`src/rtl/uart_pkt_pkg.sv`:
```
// Shared definitions for the UART packet parser and builder: header field
// widths, builder FSM states and header pack/unpack helpers.
package uart_pkt_pkg;

  localparam int HDR_INSTR_W = 4;
  localparam int HDR_LEN_W   = 4;
  localparam int MAX_PAYLOAD = 15;

  typedef enum logic [1:0] {
    ST_IDLE    = 2'd0,
    ST_HEADER  = 2'd1,
    ST_PAYLOAD = 2'd2
  } builder_state_e;

  typedef struct packed {
    logic [HDR_INSTR_W-1:0] instr;
    logic [HDR_LEN_W-1:0]   len;
  } hdr_t;

  function automatic logic [HDR_INSTR_W+HDR_LEN_W-1:0] hdr_pack(
    input logic [HDR_INSTR_W-1:0] instr,
    input logic [HDR_LEN_W-1:0]   len
  );
    return {instr, len};
  endfunction

  function automatic hdr_t hdr_unpack(input logic [HDR_INSTR_W+HDR_LEN_W-1:0] hdr);
    return hdr_t'(hdr);
  endfunction

endpackage

```
`src/rtl/uart_packet_builder.sv`:
```
// Serialises response descriptors plus buffered payload into header+payload
// byte packets on the UART TX valid/ready interface.
module uart_packet_builder
  import uart_pkt_pkg::*;
#(
  parameter int MAX_LEN = MAX_PAYLOAD
) (
  input  logic       clk,
  input  logic       rst,
  input  logic       rsp_empty,
  input  logic [3:0] rsp_instr,
  input  logic [7:0] rsp_len,
  output logic       rsp_rd,
  input  logic [7:0] dat_count,
  input  logic [7:0] dat_byte,
  output logic       dat_rd,
  output logic [7:0] tx_data,
  output logic       tx_valid,
  input  logic       tx_ready,
  output logic       busy,
  output logic       pkt_error
);

  localparam logic [7:0]           MAX_LEN_B = 8'(MAX_LEN);
  localparam logic [HDR_LEN_W-1:0] LEN_ONE   = HDR_LEN_W'(1);
  localparam logic [HDR_LEN_W-1:0] LEN_ZERO  = '0;

  builder_state_e         state_q, state_d;
  logic [HDR_INSTR_W-1:0] cur_instr_q;
  logic [HDR_LEN_W-1:0]   cur_len_q;
  logic [HDR_LEN_W-1:0]   remaining_q;
  logic                   load;

  always_ff @(posedge clk) begin
    if (rst) begin
      state_q     <= ST_IDLE;
      cur_instr_q <= '0;
      cur_len_q   <= '0;
      remaining_q <= '0;
    end else begin
      state_q <= state_d;
      if (load) begin
        cur_instr_q <= rsp_instr;
        cur_len_q   <= rsp_len[HDR_LEN_W-1:0];
        remaining_q <= rsp_len[HDR_LEN_W-1:0];
      end else if (dat_rd) begin
        remaining_q <= remaining_q - LEN_ONE;
      end
    end
  end

  // tx_valid/tx_data hold until tx_valid && tx_ready; a transfer happens only on
  // that cycle, and payload pops (dat_rd) coincide exactly with payload transfers.
  always_comb begin
    state_d   = state_q;
    rsp_rd    = 1'b0;
    dat_rd    = 1'b0;
    tx_valid  = 1'b0;
    tx_data   = 8'h00;
    pkt_error = 1'b0;
    load      = 1'b0;
    case (state_q)
      ST_IDLE: begin
        if (!rsp_empty) begin
          if (rsp_len > MAX_LEN_B) begin
            rsp_rd    = 1'b1;
            pkt_error = 1'b1;
          end else if (dat_count >= rsp_len) begin
            rsp_rd  = 1'b1;
            load    = 1'b1;
            state_d = ST_HEADER;
          end
        end
      end
      ST_HEADER: begin
        tx_valid = 1'b1;
        tx_data  = hdr_pack(cur_instr_q, cur_len_q);
        if (tx_ready) state_d = (cur_len_q == LEN_ZERO) ? ST_IDLE : ST_PAYLOAD;
      end
      ST_PAYLOAD: begin
        // Empty data FIFO mid-packet is an upstream fault: stall and flag it.
        if (dat_count == 8'd0) begin
          pkt_error = 1'b1;
        end else begin
          tx_valid = 1'b1;
          tx_data  = dat_byte;
          if (tx_ready) begin
            dat_rd = 1'b1;
            if (remaining_q == LEN_ONE) state_d = ST_IDLE;
          end
        end
      end
      default: state_d = ST_IDLE;
    endcase
  end

  assign busy = (state_q != ST_IDLE);

endmodule

```
`config.mk`:
```
export PLATFORM = sky130hd
export DESIGN_NAME = uart_packet_builder
export DESIGN_NICKNAME = d
export VERILOG_FILES = /design/src/rtl/uart_pkt_pkg.sv /design/src/rtl/uart_packet_builder.sv
export SDC_FILE = /design/constraint.sdc
export NUM_CORES = 1
export LEC_CHECK = 0
export BUFFER_PORTS_ARGS = -buffer_cell sky130_fd_sc_hd__buf_2
export CAP_MARGIN = 25
export CORE_ASPECT_RATIO = 1.5
export CORE_MARGIN = 5
export CORE_UTILIZATION = 43
export CTS_CLUSTER_DIAMETER = 120
export CTS_CLUSTER_SIZE = 30
export DETAILED_ROUTE_END_ITERATION = 8
export PLACE_DENSITY = 0.84
export SETUP_SLACK_MARGIN = 0.4
export SYNTH_ARGS = -nofsm -noshare
export SYNTH_HDL_FRONTEND = slang
export SYNTH_SLANG_ARGS = --single-unit
export TNS_END_PERCENT = 50
```
`constraint.sdc`:
```
create_clock -name clk -period 1.6 [get_ports clk]
set_input_delay 0.16 -clock clk [delete_from_list [all_inputs] [get_ports clk]]
set_output_delay 0.16 -clock clk [all_outputs]
set_load 0.1 [all_outputs]
```
* Word-level counts from Yosys, hierarchy flattened
Cells that the tools add are included.
** Cells by class
- Add/sub/neg operators :: 1
- Order comparisons :: 2
- Equality and inequality tests :: 10
- Mux-type cells :: 29
- Reductions and logical operators :: 6
** Operators with widths (count)
- 2-bit two-way mux :: 8
- 8-bit one-hot mux with 2 select lines :: 1
- 1-bit two-way mux :: 14
- 2-bit inequality test (second input constant) :: 7
- 8-bit >= comparator :: 1
- 8-bit by 4-bit > comparator with 1-bit output (second input constant) :: 1
- 8-bit logical NOT :: 1
- 4-bit two-way mux :: 2
- 8-bit two-way mux :: 1
- 7-bit AND reduction :: 1
- 2-bit one-hot mux with 3 select lines :: 1
- 4-bit by 1-bit equality test with 1-bit output (second input constant) :: 1
- 4-bit logical NOT :: 1
- 1-bit one-hot mux with 2 select lines :: 2
- 2-bit nonzero test :: 2
- 4-bit by 1-bit subtractor with 4-bit output (second input constant) :: 1
- 2-bit by 1-bit equality test with 1-bit output (second input constant) :: 1
- 2-bit equality test (second input constant) :: 1
- 2-bit logical NOT :: 1
** Storage, ports and cells
- Register bits after elaboration :: 14
- Input port bits :: 32
- Output and inout port bits :: 13

* Depth between registers and ports, before layout
- Depth after elaboration :: 6
- Depth in mapped cells :: 8
- Depth with buffers taken out :: 7

* Worst setup path after synthesis
Ideal clock, no wire load.
- Path kind :: reg2reg
- Start point :: reg state_q[0]
- End point :: reg remaining_q[3]
- Arrival time :: 2.896 ns
- Required time :: 1.514 ns
- Path slack :: -1.382 ns
- Stages on the path, launching flop included :: 8
- Path buffers :: 0
- Path through :: dfxtp_1 > inv_1 > ha_1 > nand2_1 > a21oi_1 > nand2_1 > xor2_1 > a211oi_1
** Between the ends
- Word-level cells in the longest chain between the ends :: 3
** RTL lines
- from (decl) :: RTL line uart_packet_builder.sv:28 : builder_state_e state_q, state_d;
- from (signal assigned) :: RTL line uart_packet_builder.sv:41 : state_q <= state_d;
- 2-bit equality test :: RTL line uart_packet_builder.sv:62 : case (state_q)
- 1-bit two-way mux :: RTL line uart_packet_builder.sv:62
- via dat_rd :: RTL line uart_packet_builder.sv:16 : output logic dat_rd,
- 2-bit nonzero test (no line)
- to (signal assigned) :: RTL line uart_packet_builder.sv:45 : remaining_q <= rsp_len[HDR_LEN_W-1:0];
- to (signal assigned) :: RTL line uart_packet_builder.sv:47 : remaining_q <= remaining_q - LEN_ONE;
- to (decl) :: RTL line uart_packet_builder.sv:31 : logic [HDR_LEN_W-1:0] remaining_q;
The timed path passes the listed nets, and every way through them passes these cells.
A chain may end at the register's enable or synchronous reset.

* Worst setup path in the final report
- Start point :: reg state_q[0]
- End point :: reg remaining_q[2]
** Between the ends
- Word-level cells in the longest chain between the ends :: 3
** RTL lines (RTL line)
- 2-bit equality test / 2-bit logical NOT (equally long branches) :: uart_packet_builder.sv:62
- 1-bit two-way mux :: uart_packet_builder.sv:62
- 2-bit nonzero test (no line) / 4-bit two-way mux (equally long branches)
Several ways; a longest one is shown, not always the timed one.

==> impl_metrics.py <==
metrics = {
    "detailed_routing": {
        "wl_met3_um": 556,
        "vias_per_cell": 6.96,
        "wl_met2_um": 3410,
        "avgRoutedWirePerCell_um": 27.6,
        "dr.first_iter.drc_count": 123,
        "antenna_left": 0,
        "first_pass_iters": 5,
        "wirelength_um": 6770,
        "dr.max_layer_used": "met4",
        "drc": 0,
        "wl_met1_um": 2140,
        "vias": 1706,
    },
    "clock_network": {
        "cts.clk_slew.worst_paths_ns": 0.10,
        "cts_sinks": 14,
        "ctsHoldBuffers": 0,
        "cts_max_level": 1,
        "cts_max_path_buffers": 2,
        "cts_tree": "built",
        "clkLatencyLatePin_ns": 0.31,
        "cts_root_buffer": "clkbuf_4",
        "numCtsBuffers": 3,
    },
    "synthesis": {
        "synth-simple-area-share_pct": 23.8,
        "synth_common_cells": "a21oi_1 (17), dfxtp_1 (14), inv_1 (14), o21ai_0 (14), ha_1 (13)",
        "synth_top_family_by_area": "compound AO/OA/AOI/OAI gates",
        "synth_fa_ha_area_share_pct": 14.4,
        "ys_seq_elements": 14,
        "synth_area_um2": 1130,
        "synth_cells": 144,
        "yosysUniqueCellTypes": 34,
        "synth-edff-count": 0,
        "synth_compound_area_share_pct": 26.9,
        "ys_seq_area_share_pct": 24.8,
        "synth_xor_xnor_area_share_pct": 2.33,
        "async_flop_share_pct": 0,
        "synth_top_area_share_pct": 24.8,
        "synth_top_cell_by_area": "dfxtp_1",
        "post-synth-top-count-cell": "a21oi_1",
        "ys_warn_count": 0,
        "synth_ff_type": "dfxtp_1",
        "avgSynthCellArea_um2": 7.85,
        "syn-num-nets": 189,
        "synthTopCellsByArea": "dfxtp_1 (25%), ha_1 (14%), a21oi_1 (7.5%), o21ai_0 (6.2%), a22oi_1 (5.3%)",
        "yosys-mux-area-fraction_pct": 0.886,
    },
    "timing": {
        "skew_ns": 0.0114,
        "timing.final.ws_setup_ns": -0.333,
        "rsz0062_at_grt": "true",
        "setup_viol": 26,
        "finalSetupTns_ns": -3.13,
        "final-hold-violation-count": 0,
        "period_share_pct": 121,
        "min_period_ns": 1.93,
        "fmax_mhz": 517,
        "worst_pin_slew_ns": 0.531,
        "relSlewSlack_pct": 64.5,
        "maxSlewViolCount": 0,
    },
    "placed_design": {
        "gp_congestion": 0.803,
        "port_buffers": 44,
        "dp.final_hpwl_um": 3010,
        "place_area_um2": 1950,
    },
    "power": {
        "p_clk_share_pct": 28.0,
        "ir_drop_mv": 0.361,
        "p_per_area_nw_per_um2": 427,
        "sw_frac_of_total_pct": 35.2,
        "p_leak_nw": 0.889,
        "seq_power_share_pct": 34.9,
        "internal_power_mw": 0.654,
        "p_comb_share_pct": 37.0,
        "power.switching_mw": 0.355,
    },
    "cells_and_area": {
        "layout.area.seq_um2": 285,
        "nFillCells": 60,
        "fin_nets": 267,
        "multiInputGateArea_um2": 1180,
        "finalInstanceArea_um2": 2360,
        "drive_gt1_share_pct": 67.0,
        "syn_to_final_growth_pct": 109,
        "diodes": 0,
        "final_util_pct": 95.3,
    },
    "global_route": {
        "grt_pass1_vias": 1696,
        "grt_pass1_wl_um": 8380,
        "overflow": 0,
        "grt.total_usage_pct": 30.3,
        "grt_max_degree": 16,
        "antenna_found_initial": 0,
    },
    "setup_path": {
        "cp.arrival_ns": 2.15,
        "crit_fanout": 4,
        "reg2reg_to": "remaining_q[2]",
        "r2r-start": "state_q[0]",
        "required_ns": 1.82,
        "rrSetupSlack_ns": -0.33,
        "worstSetupPathType": "flip-flop to flip-flop",
        "worst_r2r_path_depth": 10,
        "critPathLaunchType": "flip-flop",
        "worst_setup_path_end_kind": "flip-flop",
    },
    "run_status": {
        "failed_checks": "negative setup slack",
        "status": "complete, but fails checks",
    },
    "hold_path": {
        "holdCritStartpoint": "rsp_instr[1]",
        "min_to": "cur_instr_q[1]",
        "holdPathStages": 3,
        "hold_path.class": "input pin to flip-flop",
    },
    "die": {
        "row_count": 22,
        "die_y_um": 72.8,
        "dieWidth_um": 51.9,
        "start_util_pct": 45.6,
        "dieArea_um2": 3770,
        "core_um2": 2480,
        "ios": 45,
    },
    "flow_run": {
        "maxCapViolations": 0,
    },
}
-- cells by family (layout without fill, tap and decap cells) --
kind of cell | count (synthesis) | after routing
AO/OA/AOI/OAI | 49 | 49
XOR/XNOR | 3 | 3
adder cells (fa/ha/maj) | 13 | 13
buffers and inverters | 20 | 96
flip-flops | 14 | 14
multiplexers | 1 | 1
AND/OR/NAND/NOR | 44 | 45
-- per-layer routing --
metal,global-route usage (%),vias to the layer above
li1,-,675
met1,27.9,787
met2,55.2,176
met3,7.77,68
met4,21.9,0
met5,0,-
-- cells in the final DEF (no fill, tap or decap), drive strengths merged --
| cell type | count |
|---|---|
| nor4 | 3 |
| clkinvlp | 1 |
| and3 | 1 |
| inv | 13 |
| ha | 13 |
| nor3b | 1 |
| a21boi | 1 |
| o31ai | 1 |
| a21o | 1 |
| o21ai | 14 |
| buf | 78 |
| a221o | 1 |
| xnor2 | 1 |
| dfxtp | 14 |
| nor2b | 10 |
| o21a | 1 |
| a2111o | 1 |
| a21oi | 18 |
| nand4 | 1 |
| a22oi | 8 |
| mux2i | 1 |
| or4 | 1 |
| xor2 | 2 |
| nor3 | 2 |
| and2 | 2 |
| nand2 | 6 |
| nand3 | 10 |
| clkbuf | 4 |
| nor2 | 3 |
| nand3b | 2 |
| a211oi | 2 |
| a221oi | 1 |
| nand2b | 3 |
-- cell type report --
cell class                 count  share of cell area, %
tap                           24                   1.27
multi-input combinational    111                   49.9
clock buffer                   4                   1.54
sequential                    14                   12.1
inverter                      14                   3.02
timing repair buffer          78                   32.2
-- registers in the layout, summed over array words and instances, names as in the netlist --
signal	flops
state_q	2
cur_instr_q	4
cur_len_q	4
remaining_q	4
-- what timing repair did --
| action | 4_1_cts | 5_1_grt |
|---|---|---|
| resized for setup | 47 | 21 |
| setup endpoints to repair | 27 | 27 |
| cloned | 3 | 0 |
| pin swaps | 27 | 20 |
| setup buffers | 11 | 1 |
-- worst max-delay path, cell delays in order (launching register included) --
cell     delay, ns
dfxtp_2       0.36
inv_4         0.07
ha_4          0.16
buf_6         0.12
buf_6         0.10
buf_6         0.10
nand3_1       0.08
a21oi_2       0.16
xor2_1        0.20
o21ai_0       0.17
a21oi_1       0.31
-- metrics by stage --
step | hold slack, ns | cells | total power, mW | setup WS [ns]
detailed placement | 0.422 | 226 | 0.630 | -0.343
CTS | 0.110 | 244 | 0.933 | -0.108
floorplan | 0.229 | 144 | 0.499 | -0.262
finish | 0.110 | 245 | 1.01 | -0.333
global route | 0.117 | 245 | 1.03 | -0.335
global placement | 0.415 | 226 | 0.617 | -0.228
-- power groups by stage --
stage	Combinational (mW)	Sequential, mW	Clock, mW
2_1_floorplan	0.139	0.361	0
3_3_place_gp	0.256	0.361	0
3_5_place_dp	0.269	0.361	0
4_1_cts	0.315	0.352	0.267
5_1_grt	0.386	0.353	0.293
6_report	0.373	0.352	0.283
-- worst max-delay path by stage --
stage | endpoint | startpoint | cells after the start | slack, ns
finish | remaining_q[2] | state_q[0] | 10 | -0.33
global route | remaining_q[2] | state_q[0] | 10 | -0.33
CTS | rsp_rd | dat_count[0] | 8 | -0.11
detailed placement | remaining_q[3] | dat_count[0] | 9 | -0.34
global placement | remaining_q[3] | dat_count[0] | 9 | -0.23
floorplan | remaining_q[1] | state_q[1] | 6 | -0.26
No activity file was read; power rests on OpenSTA's default activity.
